===== config.mk =====
export PLATFORM = sky130hd
export DESIGN_NAME = pcm_capture_ctrl_flat
export DESIGN_NICKNAME = d
export VERILOG_FILES = /design/src/rtl/pcm_capture_ctrl_if.sv /design/src/rtl/pcm_capture_ctrl.sv /design/src/flat_wrapper.sv
export SDC_FILE = /design/constraint.sdc
export NUM_CORES = 1
export LEC_CHECK = 0
export CORE_MARGIN = 10
export CORE_UTILIZATION = 47
export CTS_CLUSTER_SIZE = 25
export DETAILED_ROUTE_END_ITERATION = 10
export PLACE_DENSITY = 0.86
export SKIP_LAST_GASP = 1
export SYNTH_ARGS = -nofsm -noshare
export SYNTH_HDL_FRONTEND = slang
export SYNTH_SLANG_ARGS = --single-unit

===== constraint.sdc =====
create_clock -name clk_clk -period 1.7 [get_ports clk_clk]
set_input_delay 0.255 -clock clk_clk [delete_from_list [all_inputs] [get_ports clk_clk]]
set_output_delay 0.255 -clock clk_clk [all_outputs]
set_load 0.02 [all_outputs]

===== src/rtl/pcm_capture_ctrl_if.sv =====
`default_nettype none
// ============================================================================
//  Module   : pcm_capture_ctrl_if
//  Purpose  : Bundles the PCM sample stream, the firmware control/response
//             PIO pair and the Avalon-MM write port of the PCM memory.
//  Modports : master - the capture controller (consumes samples and control,
//                      drives response and memory writes)
//             slave  - the environment side (sample source, firmware PIO,
//                      PCM memory)
//  Revision : 1.0 - initial release
// ============================================================================
interface pcm_capture_ctrl_if #(
    parameter int ADDR_W = 11,
    parameter int DATA_W = 16
);
    logic                  pcm_valid;
    logic [DATA_W-1:0]     pcm_data;
    logic [3:0]            pccm_ctl;
    logic [3:0]            pccm_rsp;
    logic [ADDR_W-1:0]     mem_address;
    logic                  mem_chipselect;
    logic                  mem_clken;
    logic                  mem_write;
    logic [DATA_W-1:0]     mem_writedata;
    logic [DATA_W/8-1:0]   mem_byteenable;

    modport master (
        input  pcm_valid, pcm_data, pccm_ctl,
        output pccm_rsp, mem_address, mem_chipselect, mem_clken,
               mem_write, mem_writedata, mem_byteenable
    );

    modport slave (
        output pcm_valid, pcm_data, pccm_ctl,
        input  pccm_rsp, mem_address, mem_chipselect, mem_clken,
               mem_write, mem_writedata, mem_byteenable
    );
endinterface
`default_nettype wire


===== src/rtl/pcm_capture_ctrl.sv =====
`default_nettype none
// ============================================================================
//  Module   : pcm_capture_ctrl
//  Purpose  : Writes a free-running PCM sample stream into a ping-pong pair of
//             halves of the PCM memory and handshakes each completed half with
//             firmware through the control/response PIO pair.
//  Ports    : clk_clk      - system clock
//             reset_reset  - asynchronous active-high reset
//             bus          - pcm_capture_ctrl_if.master (sample stream,
//                            pccm_ctl in, pccm_rsp out, Avalon-MM write port)
//  Revision : 1.0 - initial release
// ============================================================================
module pcm_capture_ctrl #(
    parameter int ADDR_W = 11,
    parameter int DATA_W = 16
) (
    input  wire                   clk_clk,
    input  wire                   reset_reset,
    pcm_capture_ctrl_if.master    bus
);

    typedef enum logic [1:0] {
        ST_IDLE  = 2'd0,
        ST_FILL  = 2'd1,
        ST_STALL = 2'd2
    } state_t;

    state_t              state_q, state_d;
    logic [ADDR_W-1:0]   wr_ptr_q, wr_ptr_d;
    logic [1:0]          half_ready_q, half_ready_d;
    logic                overflow_q, overflow_d;
    // Only the edge-triggered control bits need a history; run is a level.
    logic [3:1]          ctl_q;
    logic [3:0]          rsp_q, rsp_d;
    logic                wr_q, wr_d;
    logic [ADDR_W-1:0]   addr_q, addr_d;
    logic [DATA_W-1:0]   wdata_q, wdata_d;

    logic                run;
    logic [3:1]          rise;
    logic                cur_half;
    logic                at_half_start;
    logic                at_half_end;
    logic [1:0]          half_set;

    assign run           = bus.pccm_ctl[0];
    assign rise          = bus.pccm_ctl[3:1] & ~ctl_q;
    assign cur_half      = wr_ptr_q[ADDR_W-1];
    assign at_half_start = (wr_ptr_q[ADDR_W-2:0] == '0);
    assign at_half_end   = &wr_ptr_q[ADDR_W-2:0];

    always_comb begin
        state_d      = state_q;
        wr_ptr_d     = wr_ptr_q;
        half_ready_d = half_ready_q;
        overflow_d   = overflow_q;
        wr_d         = 1'b0;
        addr_d       = addr_q;
        wdata_d      = wdata_q;
        half_set     = 2'b00;

        if (rise[1]) begin
            // Clear overrides everything, including a sample in this cycle.
            wr_ptr_d     = '0;
            half_ready_d = 2'b00;
            overflow_d   = 1'b0;
            state_d      = run ? ST_FILL : ST_IDLE;
        end else begin
            case (state_q)
                ST_IDLE: begin
                    // Resuming onto the start of a half firmware still owns.
                    if (run) begin
                        state_d = (at_half_start && half_ready_q[cur_half])
                                  ? ST_STALL : ST_FILL;
                    end
                end
                ST_FILL: begin
                    if (bus.pcm_valid) begin
                        wr_d     = 1'b1;
                        addr_d   = wr_ptr_q;
                        wdata_d  = bus.pcm_data;
                        wr_ptr_d = wr_ptr_q + 1'b1;
                        if (at_half_end) begin
                            half_set = cur_half ? 2'b10 : 2'b01;
                            if (half_ready_q[~cur_half]) begin
                                state_d = ST_STALL;
                            end
                        end
                    end
                    if (!run) begin
                        state_d = ST_IDLE;
                    end
                end
                ST_STALL: begin
                    if (bus.pcm_valid) begin
                        overflow_d = 1'b1;
                    end
                    // wr_ptr already points at the first word of the awaited half.
                    if (!half_ready_q[cur_half]) begin
                        state_d = ST_FILL;
                    end
                    if (!run) begin
                        state_d = ST_IDLE;
                    end
                end
                default: state_d = ST_IDLE;
            endcase
            // A completing half wins over a simultaneous ack of that half.
            half_ready_d = (half_ready_q & ~rise[3:2]) | half_set;
        end

        // Response lags the flags by one cycle so a half_ready bit is only
        // seen once its last word has been captured by the RAM.
        rsp_d = {overflow_q, half_ready_q, (state_q != ST_IDLE)};
    end

    always_ff @(posedge clk_clk or posedge reset_reset) begin
        if (reset_reset) begin
            state_q      <= ST_IDLE;
            wr_ptr_q     <= '0;
            half_ready_q <= 2'b00;
            overflow_q   <= 1'b0;
            ctl_q        <= '0;
            rsp_q        <= '0;
            wr_q         <= 1'b0;
            addr_q       <= '0;
            wdata_q      <= '0;
        end else begin
            state_q      <= state_d;
            wr_ptr_q     <= wr_ptr_d;
            half_ready_q <= half_ready_d;
            overflow_q   <= overflow_d;
            ctl_q        <= bus.pccm_ctl[3:1];
            rsp_q        <= rsp_d;
            wr_q         <= wr_d;
            addr_q       <= addr_d;
            wdata_q      <= wdata_d;
        end
    end

    assign bus.pccm_rsp       = rsp_q;
    assign bus.mem_address    = addr_q;
    assign bus.mem_writedata  = wdata_q;
    assign bus.mem_chipselect = wr_q;
    assign bus.mem_clken      = wr_q;
    assign bus.mem_write      = wr_q;
    assign bus.mem_byteenable = {(DATA_W/8){wr_q}};

endmodule
`default_nettype wire


===== src/flat_wrapper.sv =====
// flat-port wrapper written by rule: the top's interface ports become plain ports
module pcm_capture_ctrl_flat 
#(
    parameter int ADDR_W = 11,
    parameter int DATA_W = 16
)
  (clk_clk, reset_reset, bus_pcm_valid, bus_pcm_data, bus_pccm_ctl, bus_pccm_rsp, bus_mem_address, bus_mem_chipselect, bus_mem_clken, bus_mem_write, bus_mem_writedata, bus_mem_byteenable);
  pcm_capture_ctrl_if #(.ADDR_W(ADDR_W), .DATA_W(DATA_W)) bus_i ();
  input  wire clk_clk;
  input  wire reset_reset;
  input wire logic [$bits(bus_i.pcm_valid)-1:0] bus_pcm_valid;
  input wire logic [$bits(bus_i.pcm_data)-1:0] bus_pcm_data;
  input wire logic [$bits(bus_i.pccm_ctl)-1:0] bus_pccm_ctl;
  output wire logic [$bits(bus_i.pccm_rsp)-1:0] bus_pccm_rsp;
  output wire logic [$bits(bus_i.mem_address)-1:0] bus_mem_address;
  output wire logic [$bits(bus_i.mem_chipselect)-1:0] bus_mem_chipselect;
  output wire logic [$bits(bus_i.mem_clken)-1:0] bus_mem_clken;
  output wire logic [$bits(bus_i.mem_write)-1:0] bus_mem_write;
  output wire logic [$bits(bus_i.mem_writedata)-1:0] bus_mem_writedata;
  output wire logic [$bits(bus_i.mem_byteenable)-1:0] bus_mem_byteenable;
  assign bus_i.pcm_valid = bus_pcm_valid;
  assign bus_i.pcm_data = bus_pcm_data;
  assign bus_i.pccm_ctl = bus_pccm_ctl;
  assign bus_pccm_rsp = bus_i.pccm_rsp;
  assign bus_mem_address = bus_i.mem_address;
  assign bus_mem_chipselect = bus_i.mem_chipselect;
  assign bus_mem_clken = bus_i.mem_clken;
  assign bus_mem_write = bus_i.mem_write;
  assign bus_mem_writedata = bus_i.mem_writedata;
  assign bus_mem_byteenable = bus_i.mem_byteenable;
  pcm_capture_ctrl #(.ADDR_W(ADDR_W), .DATA_W(DATA_W)) u_core (.clk_clk(clk_clk), .reset_reset(reset_reset), .bus(bus_i));
endmodule

==> flow_metrics.tcl <==
set metrics [dict create \
    status "finished, final reports clean" \
    antenna_found_initial 0 \
    ys_async_sr_fraction_pct 100 \
    clk_latency_ns 0.29 \
    p_per_area_nw_per_um2 1080 \
    routedWlPerCell_um 16.0 \
    fmax_mhz 623 \
    place.detailed.hpwl_mm 3.40 \
    netlist_instances 169 \
    power.total_uw 3140 \
    fp.dieW_um 87.5 \
    power_frac_comb_pct 28.8 \
    synth_ff_type "dfrtp_1" \
    reg2reg_from "u_core.wr_ptr_q[1]$_DFFE_PP0P_" \
    track_usage_pct 12.0 \
    drtIter0Drc 71 \
    finalCritPeriodShare_pct 94.4 \
    slew_headroom_pct 72.3 \
    hold_buffers 0 \
    p_seq_share_pct 47.4 \
    path_clk_slew_ns 0.09 \
    skew_ns 0.00432 \
    ant_nets 0 \
    final_net_count 256 \
    drt_wl_total_mm 4.53 \
    final_cells 284 \
    grt_pass1_wl_mm 7.41 \
    reg2reg_to "u_core.half_ready_q[0]$_DFF_PP0_" \
    vias 1480 \
    irDropWorstVdd_mv 0.785 \
    dieArea_um2 7660 \
    crit_chain "clkdlybuf4s50_1" \
    fin_crit_ns 1.61 \
    clk_path_buf_depth 2 \
    antennaDiodeCount 0 \
    crit_arrival_ns 1.35 \
    tns_ns 0 \
    rsz0062_at_grt "yes" \
    r2r_cells 5 \
    path_buf_inv 1 \
    pin_count 59 \
    drtPass1Iterations 4 \
    tightest_slew_ns 0.412 \
    hold_viol 0 \
    synth_top_area_share_pct 59.6 \
    die_h_um 87.5 \
    p_leak_uw 0.00127 \
    htree_levels 2 \
    yosys_warnings 0 \
    avgViaCountPerCell 5.21 \
    drv_slew 0 \
    fillers 345 \
    cts_tree "built" \
    synth-seq-area-share_pct 59.6 \
    min_path_type "in2async" \
    path_max_fanout 5 \
    rows 24 \
    syn-num-nets 194 \
    crit_type "reg2out" \
    synth_most_common_cell "dfrtp_1" \
    startpoint "u_core.bus.mem_chipselect$_DFF_PP0_" \
    synth_edf_count 0 \
    synth_cell_type_count 30 \
    fin_util_pct 66.3 \
    drive_gt1_share_pct 20.7 \
    placed_cells 276 \
    drc 0 \
    clkPwrFrac_pct 23.8 \
    cp_slowest_stage_delay_ns 0.64 \
    synth_area_per_cell_um2 12.7 \
    cp_slowest_cell "clkdlybuf4s50_1" \
    setup_viol 0 \
    cp-end-kind "output port" \
    p_int_uw 2230 \
    maxCapViolCount 0 \
    cts.sinks 51 \
    p_switching_uw 905 \
    area_growth_syn_to_layout_pct 35.7 \
    crit_family "buffers and inverters" \
    core_area_um2 4380 \
    cp-start-kind "flip-flop" \
    start_util_pct 48.9 \
    grt_max_degree 29 \
    synth.area.top_cells "dfrtp_1, mux2_2, xnor2_1, nor2_1, inv_1" \
    synth_commonest_cells "dfrtp_1, mux2_2, nor2_1, inv_1, xnor2_1" \
    grt_overflow 0 \
    place_congestion 0.836 \
    synth_seq_cells 51 \
    p_sw_share_pct 28.9 \
    syn_area_um2 2140 \
    yosysTopAreaCell "dfrtp_1" \
    grt_pass1_vias 1534 \
    required_ns 1.44 \
    cts_root_buffer "clkbuf_8" \
    portBuffers 58 \
    r2r_slack_ns 0.13 \
    cts_buffers 5 \
]
-- cells in the final DEF (no fill, tap or decap) --
master and instances:
nand3b_4 1, o41ai_1 1, o311ai_0 1, mux2i_1 2, nand4_1 4, nor2_1 16
xnor2_1 8, inv_1 10, inv_2 1, nand2_1 7, clkdlybuf4s50_1 58, buf_12 2
nor4_4 1, nor3_1 3, nand3b_1 2, nor4_1 3, a31oi_1 2, nand2b_1 1
buf_4 4, nand3_1 3, mux2_2 29, or2_2 1, o31ai_1 1, nor2b_1 3
a21oi_1 3, clkbuf_1 1, dfrtp_1 51, o21ai_0 2, nor2_4 1, ha_1 2
clkbuf_8 7, nor3_2 1
-- layout make-up --
type / instances / area, um^2 / share of cell area [%]
Timing Repair Buffer: 64 / 651 / 22.4
Inverter: 11 / 41.3 / 1.42
Multi-Input combinational cell: 98 / 773 / 26.6
Clock buffer: 8 / 100 / 3.44
Tap cell: 52 / 65.1 / 2.24
Sequential cell: 51 / 1280 / 43.9
-- layer usage --
metal	part of all wire [%]	track usage (%)	routed length (um)	vias to the layer above
li1	-	-	-	696
met1	44	14.8	2000	738
met2	47	18.5	2150	41
met3	7.8	5.43	355	5
met4	0.68	3.48	31	0
met5	0	0	0	-
-- repair_timing --
| item | in CTS | in global routing |
|---|---|---|
| endpoints found under the setup margin | 0 | 2 |
| gates resized for setup | 0 | 2 |
| buffers inserted | 0 | 0 |
-- per-stage QoR --
stage,setup WS [ns],hold slack (ns),cell area [um^2]
2_1_floorplan,0.215,0.286,2140
3_3_place_gp,-0.0703,0.367,2790
4_1_cts,0.0428,0.276,2890
3_5_place_dp,-0.179,0.376,2790
5_1_grt,-0.00662,0.285,2910
6_report,0.0947,0.267,2910
-- state kept, by name, indices dropped and copies added (netlist names) --
name,cells
u_core.wr_ptr_q,11
u_core.overflow_q,1
u_core.bus.mem_chipselect,1
u_core.bus.pccm_rsp,4
u_core.bus.mem_address,11
u_core.ctl_q,3
u_core.bus.mem_writedata,16
u_core.half_ready_q,2
u_core.state_q,2
-- power by group through the flow --
stage          combinational [uW]  sequential [uW]  clock (uW)
2_1_floorplan                 318             1670           0
3_5_place_dp                  920             1510           0
6_report                      904             1490         746
3_3_place_gp                  896             1510           0
5_1_grt                       972             1510         826
4_1_cts                       923             1490         761
-- how the worst max path moves through the flow --
stage	depth (start not counted)	slack, ns	endpoint
6_report	1	0.09	bus_mem_byteenable[1]
5_1_grt	5	-0.007	u_core.half_ready_q[0]$_DFF_PP0_
4_1_cts	4	0.04	u_core.state_q[0]$_DFFE_PP0P_
3_5_place_dp	4	-0.18	u_core.state_q[0]$_DFFE_PP0P_
3_3_place_gp	5	-0.07	u_core.wr_ptr_q[9]$_DFFE_PP0P_
2_1_floorplan	1	0.22	u_core.bus.mem_address[0]$_DFFE_PP0P_
-- logic make-up (layout without fill, tap and decap cells) --
group           after synthesis  count (layout)  share of synthesized area [%]
buf+inv                      20              83                           5.02
mux                          31              31                           16.2
compound gates               10              10                           2.92
xor+xnor                      8               8                           3.27
flops                        51              51                           59.6
fa+ha+maj                     2               2                           1.17
simple gates                 47              47                           11.9
No activity file was read; power rests on OpenSTA's default activity.
